### src/rtl/loader_pkg.sv
// ============================================================================
// loader_pkg : shared state encoding, memory RW codes and default capacity
// Revision   : 1.0
// ============================================================================
`default_nettype none

package loader_pkg;

   localparam int DEFAULT_MEM_WORDS = 64;

   // Instruction memory RW pin: high = CPU fetch, low = write from loader
   localparam logic RW_READ  = 1'b1;
   localparam logic RW_WRITE = 1'b0;

   typedef enum logic [2:0] {
      ST_IDLE  = 3'd0,
      ST_RECV  = 3'd1,
      ST_WRITE = 3'd2,
      ST_DONE  = 3'd3,
      ST_ERROR = 3'd4
   } state_t;

endpackage

`default_nettype wire

### src/rtl/loader_word_assembler.sv
// ============================================================================
// loader_word_assembler : packs little-endian program bytes into 32-bit words
// Revision              : 1.0
// ============================================================================
`default_nettype none

module loader_word_assembler (
   input  logic        clk,
   input  logic        rst_n,
   input  logic        clear,
   input  logic        accept,
   input  logic [7:0]  byte_data,
   output logic [1:0]  byte_idx,
   output logic [31:0] word_next
);

   // Only three earlier bytes need storing; the fourth arrives live on byte_data.
   logic [23:0] lane_q, lane_d;
   logic [1:0]  idx_q, idx_d;

   assign word_next = {byte_data, lane_q};
   assign byte_idx  = idx_q;

   always_comb begin
      lane_d = lane_q;
      idx_d  = idx_q;
      if (clear) begin
         lane_d = '0;
         idx_d  = '0;
      end else if (accept) begin
         lane_d = word_next[31:8];
         idx_d  = idx_q + 2'd1;
      end
   end

   always_ff @(posedge clk or negedge rst_n) begin
      if (!rst_n) begin
         lane_q <= '0;
         idx_q  <= '0;
      end else begin
         lane_q <= lane_d;
         idx_q  <= idx_d;
      end
   end

endmodule

`default_nettype wire

### src/rtl/instruction_loader.sv
// ============================================================================
// instruction_loader : streams host bytes into instruction memory, holds CPU
// Revision           : 1.0
// ============================================================================
`default_nettype none

module instruction_loader
   import loader_pkg::*;
#(
   parameter int MEM_WORDS = DEFAULT_MEM_WORDS,
   parameter int ADDR_W    = 64
) (
   input  logic              clk,
   input  logic              rst_n,
   input  logic              start,
   input  logic              byte_valid,
   input  logic [7:0]        byte_data,
   input  logic              byte_last,
   output logic              byte_ready,
   output logic [31:0]       imem_data,
   output logic [ADDR_W-1:0] imem_address,
   output logic              imem_rw,
   output logic              cpu_hold,
   output logic              done,
   output logic              error,
   output logic [15:0]       word_count
);

   localparam int IDX_W = $clog2(MEM_WORDS) + 1;

   state_t            state_q, state_d;
   logic [IDX_W-1:0]  word_idx_q, word_idx_d;
   logic [15:0]       word_count_q, word_count_d;
   logic              last_q, last_d;
   logic              byte_ready_q, byte_ready_d;
   logic [31:0]       imem_data_q, imem_data_d;
   logic [ADDR_W-1:0] imem_addr_q, imem_addr_d;
   logic              imem_rw_q, imem_rw_d;
   logic              cpu_hold_q, cpu_hold_d;
   logic              done_q, done_d;
   logic              error_q, error_d;

   logic              asm_clear;
   logic              accept;
   logic [1:0]        byte_idx;
   logic [31:0]       word_next;
   logic [IDX_W-1:0]  idx_inc;

   assign accept  = byte_valid & byte_ready_q;
   assign idx_inc = word_idx_q + IDX_W'(1);

   loader_word_assembler u_asm (
      .clk       (clk),
      .rst_n     (rst_n),
      .clear     (asm_clear),
      .accept    (accept),
      .byte_data (byte_data),
      .byte_idx  (byte_idx),
      .word_next (word_next)
   );

   always_comb begin
      state_d      = state_q;
      word_idx_d   = word_idx_q;
      word_count_d = word_count_q;
      last_d       = last_q;
      imem_rw_d    = RW_READ;
      imem_addr_d  = '0;
      imem_data_d  = '0;
      asm_clear    = 1'b0;

      case (state_q)
         ST_IDLE, ST_DONE, ST_ERROR: begin
            if (start) begin
               state_d      = ST_RECV;
               word_idx_d   = '0;
               word_count_d = '0;
               last_d       = 1'b0;
               asm_clear    = 1'b1;
            end
         end
         ST_RECV: begin
            if (accept) begin
               if (byte_idx == 2'd3) begin
                  // Strobe is registered so it lands exactly in the WRITE cycle.
                  state_d     = ST_WRITE;
                  last_d      = byte_last;
                  imem_rw_d   = RW_WRITE;
                  imem_addr_d = ADDR_W'({word_idx_q, 2'b00});
                  imem_data_d = word_next;
               end else if (byte_last) begin
                  state_d = ST_ERROR;
               end
            end
         end
         ST_WRITE: begin
            word_idx_d   = idx_inc;
            word_count_d = word_count_q + 16'd1;
            if (last_q)
               state_d = ST_DONE;
            else if (idx_inc == IDX_W'(MEM_WORDS))
               state_d = ST_ERROR;
            else
               state_d = ST_RECV;
         end
         default: state_d = ST_IDLE;
      endcase

      byte_ready_d = (state_d == ST_RECV);
      cpu_hold_d   = (state_d != ST_DONE);
      done_d       = (state_d == ST_DONE);
      error_d      = (state_d == ST_ERROR);
   end

   always_ff @(posedge clk or negedge rst_n) begin
      if (!rst_n) begin
         state_q      <= ST_IDLE;
         word_idx_q   <= '0;
         word_count_q <= '0;
         last_q       <= 1'b0;
         byte_ready_q <= 1'b0;
         imem_data_q  <= '0;
         imem_addr_q  <= '0;
         imem_rw_q    <= RW_READ;
         cpu_hold_q   <= 1'b1;
         done_q       <= 1'b0;
         error_q      <= 1'b0;
      end else begin
         state_q      <= state_d;
         word_idx_q   <= word_idx_d;
         word_count_q <= word_count_d;
         last_q       <= last_d;
         byte_ready_q <= byte_ready_d;
         imem_data_q  <= imem_data_d;
         imem_addr_q  <= imem_addr_d;
         imem_rw_q    <= imem_rw_d;
         cpu_hold_q   <= cpu_hold_d;
         done_q       <= done_d;
         error_q      <= error_d;
      end
   end

   assign byte_ready   = byte_ready_q;
   assign imem_data    = imem_data_q;
   assign imem_address = imem_addr_q;
   assign imem_rw      = imem_rw_q;
   assign cpu_hold     = cpu_hold_q;
   assign done         = done_q;
   assign error        = error_q;
   assign word_count   = word_count_q;

endmodule

`default_nettype wire

### config.mk
export PLATFORM = sky130hd
export DESIGN_NAME = instruction_loader
export DESIGN_NICKNAME = d
export VERILOG_FILES = /design/src/rtl/loader_pkg.sv /design/src/rtl/loader_word_assembler.sv /design/src/rtl/instruction_loader.sv
export SDC_FILE = /design/constraint.sdc
export NUM_CORES = 1
export LEC_CHECK = 0
export CELL_PAD_IN_SITES_DETAIL_PLACEMENT = 0
export CELL_PAD_IN_SITES_GLOBAL_PLACEMENT = 1
export CORE_MARGIN = 2
export CORE_UTILIZATION = 32
export DETAILED_ROUTE_END_ITERATION = 12
export PLACE_DENSITY_LB_ADDON = 0.1
export SLEW_MARGIN = 20
export SYNTH_ARGS = -nofsm -noshare
export SYNTH_HDL_FRONTEND = slang
export SYNTH_SLANG_ARGS = --single-unit
### constraint.sdc
create_clock -name clk -period 1.81 [get_ports clk]
set_input_delay 0.362 -clock clk [delete_from_list [all_inputs] [get_ports clk]]
set_output_delay 0.362 -clock clk [all_outputs]
set_load 0.01 [all_outputs]
# After elaboration in Yosys (flattened, before gate mapping)
# Cells that the tools add are included.
op_classes:
  div_mod_pow: 0
  mul: 0
  n_mux: 30
  bitwise: 1
  shifts: 0
  addsub: 3
  n_eq_ne: 13
  n_reduce_logical: 7
  n_lt_le_gt_ge: 0
op_table:
  columns: ["cell", "n"]
  rows:
  - ["32-bit two-way mux", 3]
  - ["24-bit two-way mux", 2]
  - ["16-bit one-hot mux with 2 select lines", 1]
  - ["9-bit two-way mux", 3]
  - ["3-bit two-way mux", 6]
  - ["16-bit by 1-bit adder with 16-bit output, second input constant", 1]
  - ["16-bit two-way mux", 1]
  - ["7-bit one-hot mux with 2 select lines", 1]
  - ["3-bit by 2-bit equality test with 1-bit output, second input constant", 3]
  - ["3-bit one-hot mux with 3 select lines", 1]
  - ["1-bit two-way mux", 8]
  - ["7-bit by 1-bit adder with 7-bit output, second input constant", 1]
  - ["7-bit equality test, second input constant", 1]
  - ["7-bit two-way mux", 1]
  - ["3-bit by 1-bit equality test with 1-bit output, second input constant", 2]
  - ["3-bit equality test, second input constant", 2]
  - ["2-bit != test, second input constant", 3]
  - ["2-bit nonzero test", 3]
  - ["2-bit two-way mux", 2]
  - ["4-bit AND reduction", 1]
  - ["3-bit zero test", 1]
  - ["3-bit by 2-bit != test with 1-bit output, second input constant", 1]
  - ["3-bit OR reduction", 1]
  - ["2-bit by 1-bit adder with 2-bit output, second input constant", 1]
  - ["other kinds (4)", 4]
totals:
  mem_bits_rw: 0
  reg_bits: 154
  input_bits: 13
  mem_bits_ro: 0
  latch_bits: 0
  n_memories: 0
  out_inout_bits: 117
  word_cells: 67

# Depth between registers and ports, before layout
# Gate-level depths: netlist of the first run.
depth:
  ltp_word: 6
  depth_mapped: 7
  mapped_depth_nobuf: 6

# Cells and area by module
# From an unflattened synthesis of the first run, not the netlist that was laid out.
hier_totals:
  cells_unflattened: 407
  area_unflattened_um2: 4435.5
by_module_without_submodules:
  columns: ["module", "instances", "cells_each", "seq_area_each_um2", "area_per_inst_um2"]
  rows:
  - ["instruction_loader", 1, 314, 1779.2, 3283.1]
  - ["loader_word_assembler", 1, 93, 650.6, 1152.4]

# Least setup slack after synthesis of the first run
# Ideal clock, no wire load.
synth_path:
  kind: "reg2reg"
  from: "reg state_q[0]"
  to: "reg word_count_q[15], in the netlist word_count[15]"
  setup_ns: 0.136
  path_buffers: 1
  t_arrival_ns: 1.600
  required_time_ns: 1.674
  period_less_slack_ns: 1.736
  setup_slack_ns: 0.074
  path_stages_with_launch: 6
  path_cell_list: "dfrtp_1 -> buf_2 -> or3b_1 -> or3_4 -> o311ai_1 -> o41ai_1"
synth_via:
  elab_chain_len: 4
  word_cells_on_any_way: 9
  cone_classes: "4 x eq/ne; 1 x mux; 4 x reduce/logical"
synth_rtl:
  columns: ["element", "line_no", "source"]
  rows:
  - ["from (decl)", "instruction_loader.sv:31", "state_t state_q, state_d;"]
  - ["from (signal assigned)", "instruction_loader.sv:129", "state_q <= state_d;"]
  - ["3-bit by 2-bit equality test with 1-bit output, or another cell as far along", "instruction_loader.sv:72", "case (state_q)"]
  - ["3-bit OR reduction", "instruction_loader.sv:72", null]
  - ["2-bit != test (no line) / 2-bit nonzero test (equally long branches)", null, null]
  - ["2-bit AND reduction (no line)", null, null]
  - ["to (signal assigned)", "instruction_loader.sv:131", "word_count_q <= word_count_d;"]
  - ["to (decl)", "instruction_loader.sv:33", "logic [15:0] word_count_q, word_count_d;"]
# Several ways; a longest one is shown, not always the timed one.
# A chain may end at the register's enable or synchronous reset.

# Final worst setup path of the first run
layout_path:
  from: "reg state_q[2]"
  to: "reg word_count_q[15], in the netlist word_count[15]"
# The elaborated chain is that of the path after synthesis.

==> summary.json, run 1 <==
{
  "global_routing": {
    "gr-usage-met3_pct": 2.39,
    "grt_use_met2_pct": 22.2,
    "first_global_vias": 2996,
    "largest_net_degree_at_the_start_of_global_routing": 41,
    "use_met1_pct": 17.4,
    "gr_overflow_total": 0,
    "antenna_found_initial": 0,
    "gr-max-usage-layer": "met2",
    "grt_first_pass_wirelength_um": 15500,
    "grt_usage_pct": 13.6
  },
  "outcome": {
    "run_status": "completed"
  },
  "floorplanning": {
    "floorplan.io_pins": 130,
    "die_x_um": 122,
    "coreArea_um2": 13700,
    "initial_cell_density_of_the_core_pct": 32.3,
    "die-height_um": 122,
    "std_cell_rows": 43,
    "die_area_um2": 14800
  },
  "placed_design": {
    "buffers_added_on_ports": 72,
    "place_hpwl_um": 6620,
    "gpl.final_weighted_congestion": 0.756,
    "detailed_place.area_um2": 5310,
    "pre_cts_slack_ns": 0.0400
  },
  "route": {
    "wl_um": 9670,
    "drt-initial-drc-count": 132,
    "drt_pre_antenna_iters": 4,
    "avgRoutedWirePerCell_um": 13.6,
    "number_of_antenna_violating_nets_in_the_routed_design": 0,
    "drc_errors": 0,
    "detailroute.via_count": 3156,
    "route.detailed.vias_per_inst": 4.44
  },
  "synthesis": {
    "synth_top_cells_by_area": "sky130_fd_sc_hd__dfrtp_1 54%, sky130_fd_sc_hd__buf_4 9.8%, sky130_fd_sc_hd__nand2_1 6.3%",
    "syn-instance-count": 442,
    "yosys-mux-area-fraction_pct": 2.26,
    "synth-adder-area-share_pct": 1.13,
    "synth-xor-area-share_pct": 0.592,
    "synth.top_cell.area_share_pct": 53.6,
    "synth.ff_latch_count": 97,
    "synth.yosys.seq_area_share_pct": 54.8,
    "synth_top_family_by_area": "simple AND/OR/NAND/NOR gates",
    "dominantRegCellSynth": "sky130_fd_sc_hd__dfrtp_1",
    "number_of_flops_mapped_to_enable_cells_by_yosys": 0,
    "synth.yosys.warnings": 0,
    "area_fraction_in_compound_gates_after_synthesis_pct": 9.99,
    "simple_gate_share_of_the_synthesized_area_pct": 19.0,
    "synth_async_sr_flop_share_pct": 100,
    "synthDistinctLibCells": 49,
    "syn_avg_cell_area_um2": 10.0,
    "synth.cell_area_um2": 4440,
    "synth.largest_area_cell": "sky130_fd_sc_hd__dfrtp_1"
  },
  "sta": {
    "final_worst_path_period_share_pct": 96.4,
    "highest_achievable_clock_rate_ghz": 0.573,
    "total_of_endpoints_with_negative_setup_slack_in_the_final_report": 0,
    "period_minus_slack_ns": 1.74,
    "timing.final.ws_setup_ns": 0.0653,
    "final.setup_skew_ns": 0.00643,
    "timing.final.hold_violations": 0,
    "hold_ws_ns": 0.484,
    "tns_setup_ns": 0,
    "drv_slew": 0,
    "rsz0062_at_grt": "false"
  },
  "layout": {
    "n_antenna_cell": 0,
    "final_common_cell": "sky130_fd_sc_hd__dfrtp_1",
    "area_delta_synth_final_pct": 27.0,
    "num-nets-final": 543,
    "finish.instance_area_um2": 5630,
    "most-common-layout-cells": "93 x sky130_fd_sc_hd__dfrtp_1, 75 x sky130_fd_sc_hd__nand2_1, 71 x sky130_fd_sc_hd__clkdlybuf4s50_1",
    "share_of_post_route_cells_with_drive_strength_above_1_pct": 9.23
  },
  "critical_path": {
    "path_class": "register to register",
    "arrival_ns": 1.96,
    "reg2reg_setup_slack_ns": 0.07,
    "crit_path_max_fanout": 4,
    "crit_path_end_kind": "register",
    "worst-endpoint-required_ns": 2.03,
    "worstSetupStartpointType": "register"
  },
  "power_and_ir_drop": {
    "swShare_pct": 30.3,
    "combPwrFrac_pct": 21.4,
    "net-switching-power_mw": 1.80,
    "leakagePower_nw": 2.60,
    "p_int_mw": 4.15,
    "power.clock.fraction_pct": 32.6,
    "pwr-share-seq_pct": 45.9,
    "worst_voltage_drop_across_the_vdd_grid_v": 0.000372,
    "powerDensity_nw_per_um2": 1060
  },
  "clock_network": {
    "clock_latency_ns": 0.34,
    "cts_root_buf": "sky130_fd_sc_hd__clkbuf_16",
    "tritoncts.num_buffers": 9,
    "clock_tree.htree_level_count": 3,
    "clock-sinks": 97,
    "clk_pin_slew_worst_paths_ns": 0.07,
    "tritoncts_clock_tree": "yes",
    "clockBufferDepth": 2
  },
  "worst_hold_path": {
    "holdCritPathClass": "register to register"
  },
  "job": {
    "cap_violations": 0
  }
}
[layout make-up]
| type | count | area, um2 |
|---|---|---|
| well taps | 180 | 225 |
| fillers | 1366 | 8090 |
| inverters | 6 | 22.5 |
| repair buffers | 96 | 963 |
| multi-input cells | 316 | 1680 |
| clock buffers | 10 | 239 |
| flip-flops and latches | 97 | 2430 |
| clock inverters | 6 | 66.3 |
[what timing repair did]
action,CTS,global route
hold endpoints to repair,24,0
setup buffers,0,0
endpoints found under the setup margin,1,2
hold buffers,1,0
resized for setup,1,2
[final timing paths]
path	to	cells after the start	start
worst max-delay path	word_count[15]$_DFFE_PN0P_	4	state_q[2]$_DFF_PN0_
worst min-delay path	imem_data[0]$_DFF_PN0_	1	u_asm.lane_q[0]$_DFFE_PN0P_
worst max register to register	word_count[15]$_DFFE_PN0P_	4	state_q[2]$_DFF_PN0_
worst min register to register	imem_data[0]$_DFF_PN0_	1	u_asm.lane_q[0]$_DFFE_PN0P_
max in group asynchronous	u_asm.lane_q[9]$_DFFE_PN0P_	3	rst_n
min in group asynchronous	imem_data[30]$_DFF_PN0_	2	rst_n
[critical path: stages (launching register included)]
cell and delay [ns]:
sky130_fd_sc_hd__dfrtp_1 0.37, sky130_fd_sc_hd__or3b_1 0.43, sky130_fd_sc_hd__or3_4 0.43, sky130_fd_sc_hd__o311ai_2 0.28
sky130_fd_sc_hd__o41ai_1 0.11
[synth_stat cells (2+ instances only)]
cell                         n
sky130_fd_sc_hd__o22ai_1     2
sky130_fd_sc_hd__buf_2       3
sky130_fd_sc_hd__o2111ai_1   2
sky130_fd_sc_hd__inv_1       5
sky130_fd_sc_hd__clkbuf_1   15
sky130_fd_sc_hd__o21ai_1     7
sky130_fd_sc_hd__o31ai_1     2
sky130_fd_sc_hd__nor4_1      2
sky130_fd_sc_hd__buf_1       3
sky130_fd_sc_hd__nand3_1    13
sky130_fd_sc_hd__and3_1      6
sky130_fd_sc_hd__nor2_1     10
sky130_fd_sc_hd__o21ai_0     4
sky130_fd_sc_hd__nand4_1     6
sky130_fd_sc_hd__and2_1     39
sky130_fd_sc_hd__buf_4      58
sky130_fd_sc_hd__nor2b_1     4
sky130_fd_sc_hd__dfrtp_1    95
sky130_fd_sc_hd__nand2b_1    2
sky130_fd_sc_hd__xor2_1      2
sky130_fd_sc_hd__ha_1        4
sky130_fd_sc_hd__mux2i_1    10
sky130_fd_sc_hd__a31oi_1     8
sky130_fd_sc_hd__nand2_1    75
sky130_fd_sc_hd__dfstp_2     2
sky130_fd_sc_hd__o211ai_1    3
sky130_fd_sc_hd__a21oi_1    37
sky130_fd_sc_hd__a41o_1      2
[power by group through the flow]
| stage | Clock [mW] | Sequential (mW) | Combinational (mW) |
|---|---|---|---|
| detailed placement | 0 | 2.77 | 1.29 |
| global route | 2.11 | 2.79 | 1.44 |
| finish | 1.94 | 2.73 | 1.28 |
| floorplan | 0 | 2.74 | 0.809 |
| global placement | 0 | 2.77 | 1.28 |
| CTS | 2.01 | 2.74 | 1.29 |
[cells by family (layout without fill, tap and decap cells)]
logic type | Yosys count | after routing
and+or+nand+nor | 167 | 167
DFF | 97 | 97
AOI/OAI and AO/OA | 75 | 75
other | 1 | 57
buffers and inverters | 85 | 118
adders and majority gates | 4 | 4
muxes | 10 | 10
xor gates and xnor gates | 3 | 3
[per-layer routing]
layer	up-vias	part of all wire [%]
met2	72	49
li1	1542	-
met1	1529	45
met5	-	0
met4	0	2.0
met3	13	3.6
[metrics by stage]
| stage | cells | power [mW] | util (%) |
|---|---|---|---|
| after floorplan | 498 | 3.55 | - |
| after global placement | 694 | 4.05 | 38.7 |
| after detailed placement | 694 | 4.07 | 38.7 |
| after CTS | 711 | 6.04 | 41.0 |
| after global routing | 711 | 6.34 | 41.0 |
| final | 711 | 5.95 | 41.0 |
[flip-flops by register name, indices dropped and copies added (netlist names)]
| signal | count |
|---|---|
| cpu_hold | 1 |
| u_asm.lane_q | 24 |
| imem_rw | 1 |
| byte_ready | 1 |
| state_q | 3 |
| word_idx_q | 7 |
| word_count | 16 |
| error | 1 |
| done | 1 |
| imem_data | 32 |
| u_asm.byte_idx | 2 |
| last_q | 1 |
| imem_address | 7 |
(Power assumes the default switching activity.)
==> run 2, diff against run 1 <==
--- a/config.mk
+++ b/config.mk
@@ -11,6 +11,7 @@
 export CORE_UTILIZATION = 32
 export DETAILED_ROUTE_END_ITERATION = 12
 export PLACE_DENSITY_LB_ADDON = 0.1
+export SKIP_CTS_REPAIR_TIMING = 1
 export SLEW_MARGIN = 20
 export SYNTH_ARGS = -nofsm -noshare
 export SYNTH_HDL_FRONTEND = slang
==> results of run 2 <==
Same layout as run 1: the final DEF is identical, and so are final timing and power.
Among the figures that moved: met3 usage 2.39% -> 2.43%
